===== config.mk =====
export PLATFORM = sky130hd
export DESIGN_NAME = ddiff_chain
export DESIGN_NICKNAME = d
export VERILOG_FILES = /design/src/rtl/ddiff_chain.sv
export SDC_FILE = /design/constraint.sdc
export NUM_CORES = 1
export LEC_CHECK = 0
export ABC_AREA = 1
export ABC_CLOCK_PERIOD_IN_PS = 11450
export CORE_MARGIN = 2
export CORE_UTILIZATION = 35
export CTS_CLUSTER_DIAMETER = 150
export CTS_CLUSTER_SIZE = 14
export DETAILED_ROUTE_END_ITERATION = 7
export GPL_TIMING_DRIVEN = 0
export PLACE_DENSITY_LB_ADDON = 0.05
export SYNTH_ARGS = -nofsm -noshare
export SYNTH_HDL_FRONTEND = slang
export SYNTH_SLANG_ARGS = --single-unit

===== constraint.sdc =====
create_clock -name clk -period 11.45 [get_ports clk]
set_input_delay 1.145 -clock clk [delete_from_list [all_inputs] [get_ports clk]]
set_output_delay 1.145 -clock clk [all_outputs]
set_load 0.01 [all_outputs]

===== src/rtl/ddiff_chain.sv =====
// ddiff_chain
// ------------------------------------------------------------------------
// Chain of delayed differences on a sign-magnitude sample stream. Every
// accepted sample produces difference orders 1..ORDER in the same clock:
//   dd1 = x[n] - x[n-1]
//   ddk = dd(k-1)[n] - dd(k-1)[n-1]
// Each order's registered output is the history operand of the next order.
// Results are returned in sign-magnitude form and are either saturated or
// wrapped to WIDTH bits. Each order has a sticky overflow flag and a warm-up
// ("primed") status bit.
//
// Parameters
//   WIDTH    magnitude width of the input and of every difference output
//   ORDER    number of difference stages (1..8)
//   SATURATE 1 = clamp overflowed magnitudes to all ones, 0 = keep low bits
//
// Ports
//   clk       system clock, rising edge
//   rst_n     asynchronous active-low reset
//   clear     synchronous flush of history, outputs, warm-up and flags
//   in_valid  A / A_sign carry a new sample this cycle
//   A         input magnitude
//   A_sign    input sign, 1 = non-negative
//   out_valid one-cycle pulse after every accepted sample
//   dd_mag    order k magnitude at [k*WIDTH-1 : (k-1)*WIDTH]
//   dd_sign   order k sign at bit k-1, 1 = non-negative
//   primed    bit k-1 high once order k has a full history
//   ovf       sticky overflow flag per order
// ------------------------------------------------------------------------
module ddiff_chain #(
  parameter int WIDTH    = 16,
  parameter int ORDER    = 3,
  parameter int SATURATE = 1
) (
  input  logic                     clk,
  input  logic                     rst_n,
  input  logic                     clear,
  input  logic                     in_valid,
  input  logic [WIDTH-1:0]         A,
  input  logic                     A_sign,
  output logic                     out_valid,
  output logic [ORDER*WIDTH-1:0]   dd_mag,
  output logic [ORDER-1:0]         dd_sign,
  output logic [ORDER-1:0]         primed,
  output logic [ORDER-1:0]         ovf
);

  // Two extra bits hold the exact difference of two WIDTH-bit magnitudes:
  // the range is +/-(2^(WIDTH+1)-2), which needs WIDTH+1 magnitude bits and
  // a sign bit.
  localparam int XW = WIDTH + 2;

  // The accept counter only needs to reach ORDER+1, at which point every
  // order is primed; it then saturates.
  localparam int CW = $clog2(ORDER + 2);
  localparam logic [CW-1:0] CNT_MAX = CW'(ORDER + 1);

  logic [WIDTH-1:0] hist_mag;
  logic             hist_sign;
  logic [CW-1:0]    acc_cnt;

  logic [WIDTH-1:0] new_mag [ORDER];
  logic [ORDER-1:0] new_sign;
  logic [ORDER-1:0] new_ovf;

  // Sign-magnitude to two's complement. A negative zero maps to zero, so
  // -0 and +0 are the same operand everywhere in the chain.
  function automatic logic signed [XW-1:0] to_tc(input logic [WIDTH-1:0] mag,
                                                 input logic sgn);
    logic signed [XW-1:0] ext;
    ext = $signed({2'b00, mag});
    return sgn ? ext : -ext;
  endfunction

  // Combinational difference chain. Stage 0 subtracts the stored previous
  // input; stage k subtracts the registered output of stage k-1 from the
  // freshly computed (already saturated/wrapped) result of stage k-1, so all
  // orders are ready for the same clock edge.
  always_comb begin
    logic signed [XW-1:0] a_tc;
    logic signed [XW-1:0] b_tc;
    logic signed [XW-1:0] diff;
    logic [XW-1:0]        absval;
    logic [WIDTH-1:0]     mag;
    logic                 sgn;
    logic                 of;
    a_tc     = '0;
    b_tc     = '0;
    diff     = '0;
    absval   = '0;
    mag      = '0;
    sgn      = 1'b1;
    of       = 1'b0;
    new_sign = '1;
    new_ovf  = '0;
    for (int k = 0; k < ORDER; k++) begin
      new_mag[k] = '0;
    end
    for (int k = 0; k < ORDER; k++) begin
      if (k == 0) begin
        a_tc = to_tc(A, A_sign);
        b_tc = to_tc(hist_mag, hist_sign);
      end else begin
        a_tc = to_tc(new_mag[k-1], new_sign[k-1]);
        b_tc = to_tc(dd_mag[(k-1)*WIDTH +: WIDTH], dd_sign[k-1]);
      end
      diff   = a_tc - b_tc;
      absval = diff[XW-1] ? $unsigned(-diff) : $unsigned(diff);
      // Anything in the top two bits of the magnitude exceeds 2^WIDTH-1.
      of     = |absval[XW-1:WIDTH];
      if (of && (SATURATE != 0)) begin
        mag = '1;
      end else begin
        mag = absval[WIDTH-1:0];
      end
      // Zero, including a wrapped-to-zero overflow, is always reported +0.
      sgn = ~diff[XW-1] | (mag == '0);
      new_mag[k]  = mag;
      new_sign[k] = sgn;
      new_ovf[k]  = of;
    end
  end

  // State register. Reset and clear return everything to +0 history, zero
  // outputs with positive sign, no warm-up and no overflow. A clear in the
  // same cycle as in_valid drops the sample. An idle cycle holds everything
  // and only drops out_valid.
  always_ff @(posedge clk or negedge rst_n) begin
    if (!rst_n) begin
      hist_mag  <= '0;
      hist_sign <= 1'b1;
      acc_cnt   <= '0;
      out_valid <= 1'b0;
      dd_mag    <= '0;
      dd_sign   <= '1;
      ovf       <= '0;
    end else if (clear) begin
      hist_mag  <= '0;
      hist_sign <= 1'b1;
      acc_cnt   <= '0;
      out_valid <= 1'b0;
      dd_mag    <= '0;
      dd_sign   <= '1;
      ovf       <= '0;
    end else if (in_valid) begin
      hist_mag  <= A;
      hist_sign <= A_sign | (A == '0);
      if (acc_cnt != CNT_MAX) begin
        acc_cnt <= acc_cnt + 1'b1;
      end
      out_valid <= 1'b1;
      for (int k = 0; k < ORDER; k++) begin
        dd_mag[k*WIDTH +: WIDTH] <= new_mag[k];
      end
      dd_sign <= new_sign;
      ovf     <= ovf | new_ovf;
    end else begin
      out_valid <= 1'b0;
    end
  end

  // Order k has a true difference once k+1 samples have been accepted, i.e.
  // the counter (samples accepted so far) has reached k+1.
  always_comb begin
    primed = '0;
    for (int k = 0; k < ORDER; k++) begin
      primed[k] = (acc_cnt >= CW'(k + 2));
    end
  end

endmodule


==> results by group <==
Synthesis
  • Cell with the most instances after synthesis: nand2_1
  • Syn Area/Cell: approximately 6.3 um2
  • Syn Inst Count: ~1.6k
  • Netlist cell types: 54
  • Post-synthesis register bit count: 75
  • Syn nets: about 1.7k
  • Cell taking the most area after synthesis: dfrtp_1
  • Ys async rst share: between 90% and 100%
  • Top post-synthesis cells by area: dfrtp_1 (18%), nand2_1 (15%), xor2_1 (11%), inv_1 (8.6%), ha_1 (7.9%)
  • Yosys warnings: 0
  • Main synth FF type: dfrtp_1
  • Post-synth EDFFs: 0
  • Cell Area, Synth: 0.00996 mm2
  • Yosys top cell area share: approximately 18%
  • Synth cell count leaders: nand2_1 (398), inv_1 (228), nor2_1 (135), nand3_1 (129), xor2_1 (124)
  • Seq/Total Area, Yosys: a little under a fifth

Timing
  • WHS: between 0.5 and 0.6 ns
  • Fin crit share: 99.8%
  • Hold Fails Final Rpt: 0
  • RSZ-0062 raised after global routing: yes
  • Fmax: between 80 and 90 MHz
  • Crit path time final: approximately 11 ns
  • Rel. slew slack: 29.7%
  • # setup viols final: 0
  • Slew @ Worst Pin: 1.05 ns
  • Clock Skews: ~0.0095 ns
  • Slew Limit Fails: 0

Route
  • Remaining DRCs: 0
  • WL/cell: 15.6 um
  • Vias per std cell: 5.03
  • DRT Pass-1 Iters: 5
  • DR iter-0 viols: around 620
  • Routed wire length: roughly 34000 um
  • Via count: approximately 11k
  • Number of routed nets with antenna violations: 0

Outcome
  • Status: finished, final reports clean

Clocking
  • Clock Pin Slew Worst Setup and Hold Paths: roughly 0.07 ns
  • Sink Count: 75
  • Clk root buf: clkbuf_16
  • Number of H-tree levels: 3
  • Clock latency at the later pin of the worst-skew pair: approximately 0.36 ns
  • Clk buf depth: 2
  • Total CTS buffers: 9
  • CTS tree: done

Setup path
  • FF-to-FF path depth: 90
  • R2R setup slack: about 0.25 ns
  • Critical Path Fanout Max: 7
  • Slowest stage delay, CP: roughly 0.49 ns
  • Setup CP Type: primary input to flip-flop
  • Reg2reg start: hist_mag[0]$_DFFE_PN0P_
  • Worst setup endpoint: dd_sign[2]$_DFFE_PN1P_
  • CP Capture Type: flip-flop
  • Setup crit start kind: primary input
  • Reg2reg end: dd_sign[2]$_DFFE_PN1P_
  • Slowest CP cell: clkdlybuf4s50_1
  • Worst setup startpoint: A[10]
  • Crit path arrival time: 11.72 ns
  • Crit path required time: ~12 ns

Die
  • Area of the core: about 0.028 mm2
  • Core Rows: 61
  • Die area: 0.0298 mm2
  • Die Y: 173 um
  • Ports: 79
  • Initial Utilization: approximately 36%
  • Die X: ~170 um

Worst hold path
  • Worst hold path type: flip-flop to flip-flop

Placement
  • Port Buffers: between 70 and 80
  • HPWL after DPL: about 26000 um
  • Dpl cells: about 2.0k
  • Placer Congestion: ~0.9
  • Placed cell areas: 0.0113 mm2

Finish
  • Non-Filler Instances: ~2.2k
  • Share of cells above drive strength 1: 29.1%
  • Final Instance Area: around 0.014 mm2
  • Utilization after layout: 51.0%
  • Nets@finish: between 1.5k and 2k
  • Area Overhead vs Synth: 42.9%
  • Ant diodes: 0

Global routing
  • Largest net degree at the start of global routing: 67
  • Vias in the first global route: around 10k
  • Gr ovfl total: 0
  • First-pass GRT wire length: around 54000 um
  • Gr usage total: around 22%
  • Initial antenna violation count: 0

Job
  • # Max-Cap Violations: 0
==> per-stage QoR <==
| step | worst slack (ns) | TNS, ns |
|---|---|---|
| finish | 0.0222 | 0 |
| global route | -0.771 | -12.03 |
| CTS | -0.111 | -0.189 |
| detailed placement | -2.89 | -49.62 |
| global placement | -2.84 | -48.86 |
| floorplan | 0.0350 | 0 |
==> flip-flops by register name, indices dropped and copies added, names as in the netlist <==
| signal | flops |
|---|---|
| out_valid | 1 |
| hist_sign | 1 |
| dd_sign | 3 |
| dd_mag | 48 |
| ovf | 3 |
| acc_cnt | 3 |
| hist_mag | 16 |
==> worst min-delay path by stage <==
stage	from	to	slack, ns	cells past startpoint
floorplan	hist_mag[12]$_DFFE_PN0P_	hist_mag[12]$_DFFE_PN0P_	0.49	2
global placement	dd_mag[43]$_DFFE_PN0P_	dd_mag[43]$_DFFE_PN0P_	0.47	2
detailed placement	dd_mag[44]$_DFFE_PN0P_	dd_mag[44]$_DFFE_PN0P_	0.48	2
CTS	dd_mag[44]$_DFFE_PN0P_	dd_mag[44]$_DFFE_PN0P_	0.50	2
global route	ovf[0]$_DFFE_PN0P_	ovf[0]$_DFFE_PN0P_	0.53	2
finish	dd_mag[45]$_DFFE_PN0P_	dd_mag[45]$_DFFE_PN0P_	0.50	2
==> cell usage in the layout, fill, tap and decap left out, drive strengths merged, types with 2 or more instances in the layout <==
cell type	netlist	layout
dfstp	4	4
nand4	26	26
and2	2	2
nor2	155	155
nor3	35	35
inv	249	253
o22ai	27	27
or2	4	4
a22o	4	4
nand2	431	431
o2111ai	2	2
o41ai	2	2
clkdlybuf4s50	0	68
xnor2	24	24
nor4	6	6
ha	63	63
a31oi	8	8
o21bai	3	3
xor2	125	125
dlygate4sd2	0	4
clkinv	3	5
o31ai	3	3
or4	2	2
clkdlybuf4s15	0	2
a21o	2	2
a21oi	66	66
nand3	142	142
and3	2	2
fa	3	3
o21ai	75	75
o211ai	4	4
clkbuf	19	28
dfrtp	71	71
buf	11	145
==> layout make-up <==
cell class | count | area [um2]
fillers | 2881 | 13700
multi-input cells | 1222 | 8520
flip-flops and latches | 75 | 1880
repair buffers | 209 | 1860
inverters | 252 | 983
well taps | 378 | 473
plain buffers | 30 | 230
clock buffers | 9 | 225
clock inverters | 7 | 58.8
==> what timing repair did <==
action	CTS	global route
cloned	2	0
endpoints found under the setup margin	18	18
resized for setup	183	218
pin swaps	108	104
setup buffers	95	36
hold buffers	0	0
==> cells by family (layout without fill, tap and decap cells) <==
group | after synthesis | count (layout) | share of synthesized area, %
DFF | 75 | 75 | 18.9
buffers and inverters | 282 | 507 | 11.3
xor gates and xnor gates | 149 | 149 | 13.3
adders and majority gates | 66 | 66 | 8.52
and+or+nand+nor | 806 | 806 | 36.6
AOI/OAI and AO/OA | 201 | 201 | 11.5
==> layer usage <==
layer  vias up  global-route usage [%]  share of wire, %
met5         -                       0                 0
met4         0                    4.80               1.3
met3        29                    2.79               3.4
met2       217                    38.3                49
met1      5219                    29.6                46
li1       5500                       -                 -
==> critical path, delay by kind of cell <==
kind                     cells  cell delay, ns
XOR/XNOR                     6            1.17
AO/OA/AOI/OAI               20            2.86
adder cells (fa/ha/maj)      5            1.24
buffers and inverters       13            1.97
AND/OR/NAND/NOR             35            3.33
Power is not shown: default switching activity piles up to over one toggle a cycle in this logic, so the estimate is an artifact.
==> RTL change, RTL diff (same settings) <==
Register the inputs `clear`, `in_valid`, `A` and `A_sign` before use, with the module's reset. The logic sees them one clock later. Comments in the files are not updated.
--- a/src/rtl/ddiff_chain.sv
+++ b/src/rtl/ddiff_chain.sv
@@ -57,2 +57,21 @@
 
+  logic clear_q;
+  logic in_valid_q;
+  logic [WIDTH-1:0] A_q;
+  logic A_sign_q;
+
+  always_ff @(posedge clk or negedge rst_n) begin
+    if (!rst_n) begin
+      clear_q    <= '0;
+      in_valid_q <= '0;
+      A_q        <= '0;
+      A_sign_q   <= '0;
+    end else begin
+      clear_q    <= clear;
+      in_valid_q <= in_valid;
+      A_q        <= A;
+      A_sign_q   <= A_sign;
+    end
+  end
+
   logic [WIDTH-1:0] hist_mag;
@@ -100,3 +119,3 @@
       if (k == 0) begin
-        a_tc = to_tc(A, A_sign);
+        a_tc = to_tc(A_q, A_sign_q);
         b_tc = to_tc(hist_mag, hist_sign);
@@ -136,3 +155,3 @@
       ovf       <= '0;
-    end else if (clear) begin
+    end else if (clear_q) begin
       hist_mag  <= '0;
@@ -144,5 +163,5 @@
       ovf       <= '0;
-    end else if (in_valid) begin
-      hist_mag  <= A;
-      hist_sign <= A_sign | (A == '0);
+    end else if (in_valid_q) begin
+      hist_mag  <= A_q;
+      hist_sign <= A_sign_q | (A_q == '0);
       if (acc_cnt != CNT_MAX) begin
Behaviour: not the same (Yosys sat finds a counterexample within 4 cycles, from zero or initial values and one cycle with rst_n low).
==> RTL change against the original RTL <==
Sequential cell count grew 19. Worst setup slack gained 0.074 ns. Final area grew 0.77%. Area after synthesis grew 4.5%. Count of clock-buffer cells in the layout is the same. Sequential share of layout area grew 3.2 points. Routed wire length grew 2.9%. Largest cell class unchanged. Highest routed layer unchanged.
Power is not shown: default switching activity piles up to over one toggle a cycle in this logic, so the estimate is an artifact.
==> RTL change: results (changes against the original RTL) <==
set qor(fraction_of_synthesized_cell_area_in_xor_and_xnor_cells_pct) 11.9 ;# was 13.3%
set qor(area.sequential_um2) 2360 ;# was 1880 um2
set qor(largestRegisters) {dd_mag: 48 flops, A_q: 16 flops, hist_mag: 16 flops} ;# was dd_mag: 48 flops, hist_mag: 16 flops
set qor(post_synth_most_frequent_cells) {410 x sky130_fd_sc_hd__nand2_1, 240 x sky130_fd_sc_hd__inv_1, 149 x sky130_fd_sc_hd__nor2_1} ;# was 398 x sky130_fd_sc_hd__nand2_1, 228 x sky130_fd_sc_hd__inv_1, 135 x sky130_fd_sc_hd__nor2_1
set qor(timing.critical_path.slowest_cell_delay_ns) 0.37 ;# was 0.49 ns
set qor(outcome) {completed} ;# unchanged
set qor(post-cts-setup-buffer-count) 72 ;# was 95
set qor(grt_pass1_vias) 10700 ;# was 10.5k
set qor(numPlacedInstances) 2077 ;# was 2035
set qor(num_rows) 63 ;# was 61
set qor(synthAdderAreaFrac_pct) 8.15 ;# was 8.52%
set qor(comb.multi_input.count) 1224 ;# was 1222
set qor(clock_tree_area_fraction_pct) 2.21 ;# was 2.00%
set qor(drt-wirelength-per-cell_um) 15.9 ;# was 15.6 um
set qor(placed_cell_area_um2) 11700 ;# was 11300 um2
set qor(multi_input_area_um2) 8250 ;# was 8520 um2
set qor(gp_congestion) 0.897 ;# was 0.896
set qor(fin_skew_ns) 0.00949 ;# was 0.00954 ns
set qor(global_route.usage.met3_pct) 2.37 ;# was 2.79%
set qor(post_synth_num_cell_types) 50 ;# was 54
set qor(n_all_buffers) 224 ;# was 239
set qor(non_clock_buffer_area_share_pct) 13.7 ;# was 14.7%
set qor(firstDrtPassIters) 7 ;# was 5
set qor(post_route_cells_drive_above_1_share_pct) 24.9 ;# was 29.1%
set qor(initialDrtViolationCount) 536 ;# was 619
set qor(pre_cts_slack_ns) -2.84 ;# was -2.89 ns
set qor(grt_util_all_layers_pct) 22.6 ;# was 22.2%
set qor(grt_start_max_net_pins) 56 ;# was 67
set qor(timing.slew.headroom_pct) 34.6 ;# was 29.7%
set qor(fill_cells) 3040 ;# was 2881
set qor(wl_met3_mm) 1.12 ;# was 1.16 mm
set qor(grt.met1_usage_pct) 31.1 ;# was 29.6%
set qor(nNonClkInverters) 256 ;# was 252
set qor(cts-resized-gates) 148 ;# was 183
set qor(io_buffer_count) 78 ;# was 77
set qor(synth_compound_gate_area_share_pct) 11.4 ;# was 11.5%
set qor(mappedNetlistNets) 1695 ;# was 1666
==> RTL change: cell count changes after synthesis, sizes merged, moves of 7 or more <==
cell and change:
a21oi -8, a22o +7, dfrtp +19, nand3 -12
nand4 +13, nor2 +11
==> RTL change: final timing paths <==
path	start	end	slack [ns]	cells after the start
min in group asynchronous	rst_n	dd_mag[40]	0.83	1
worst max register to register	A_q[0]	dd_sign[2]	0.1	89
worst max-delay path	A_q[0]	dd_sign[2]	0.1	89
max in group asynchronous	rst_n	dd_sign[1]	9.86	2
worst min register to register	dd_mag[35]	dd_mag[35]	0.48	2
worst min-delay path	dd_mag[35]	dd_mag[35]	0.48	2
==> RTL change: worst max-delay path: cells and delay by family, from the launching register on <==
family	cells	cell delay (ns)
AND/OR/NAND/NOR	54	5.73
buffers and inverters	15	1.43
adder cells (fa/ha/maj)	6	1.34
AO/OA/AOI/OAI	8	1.31
XOR/XNOR	6	1.12
flip-flops	1	0.37
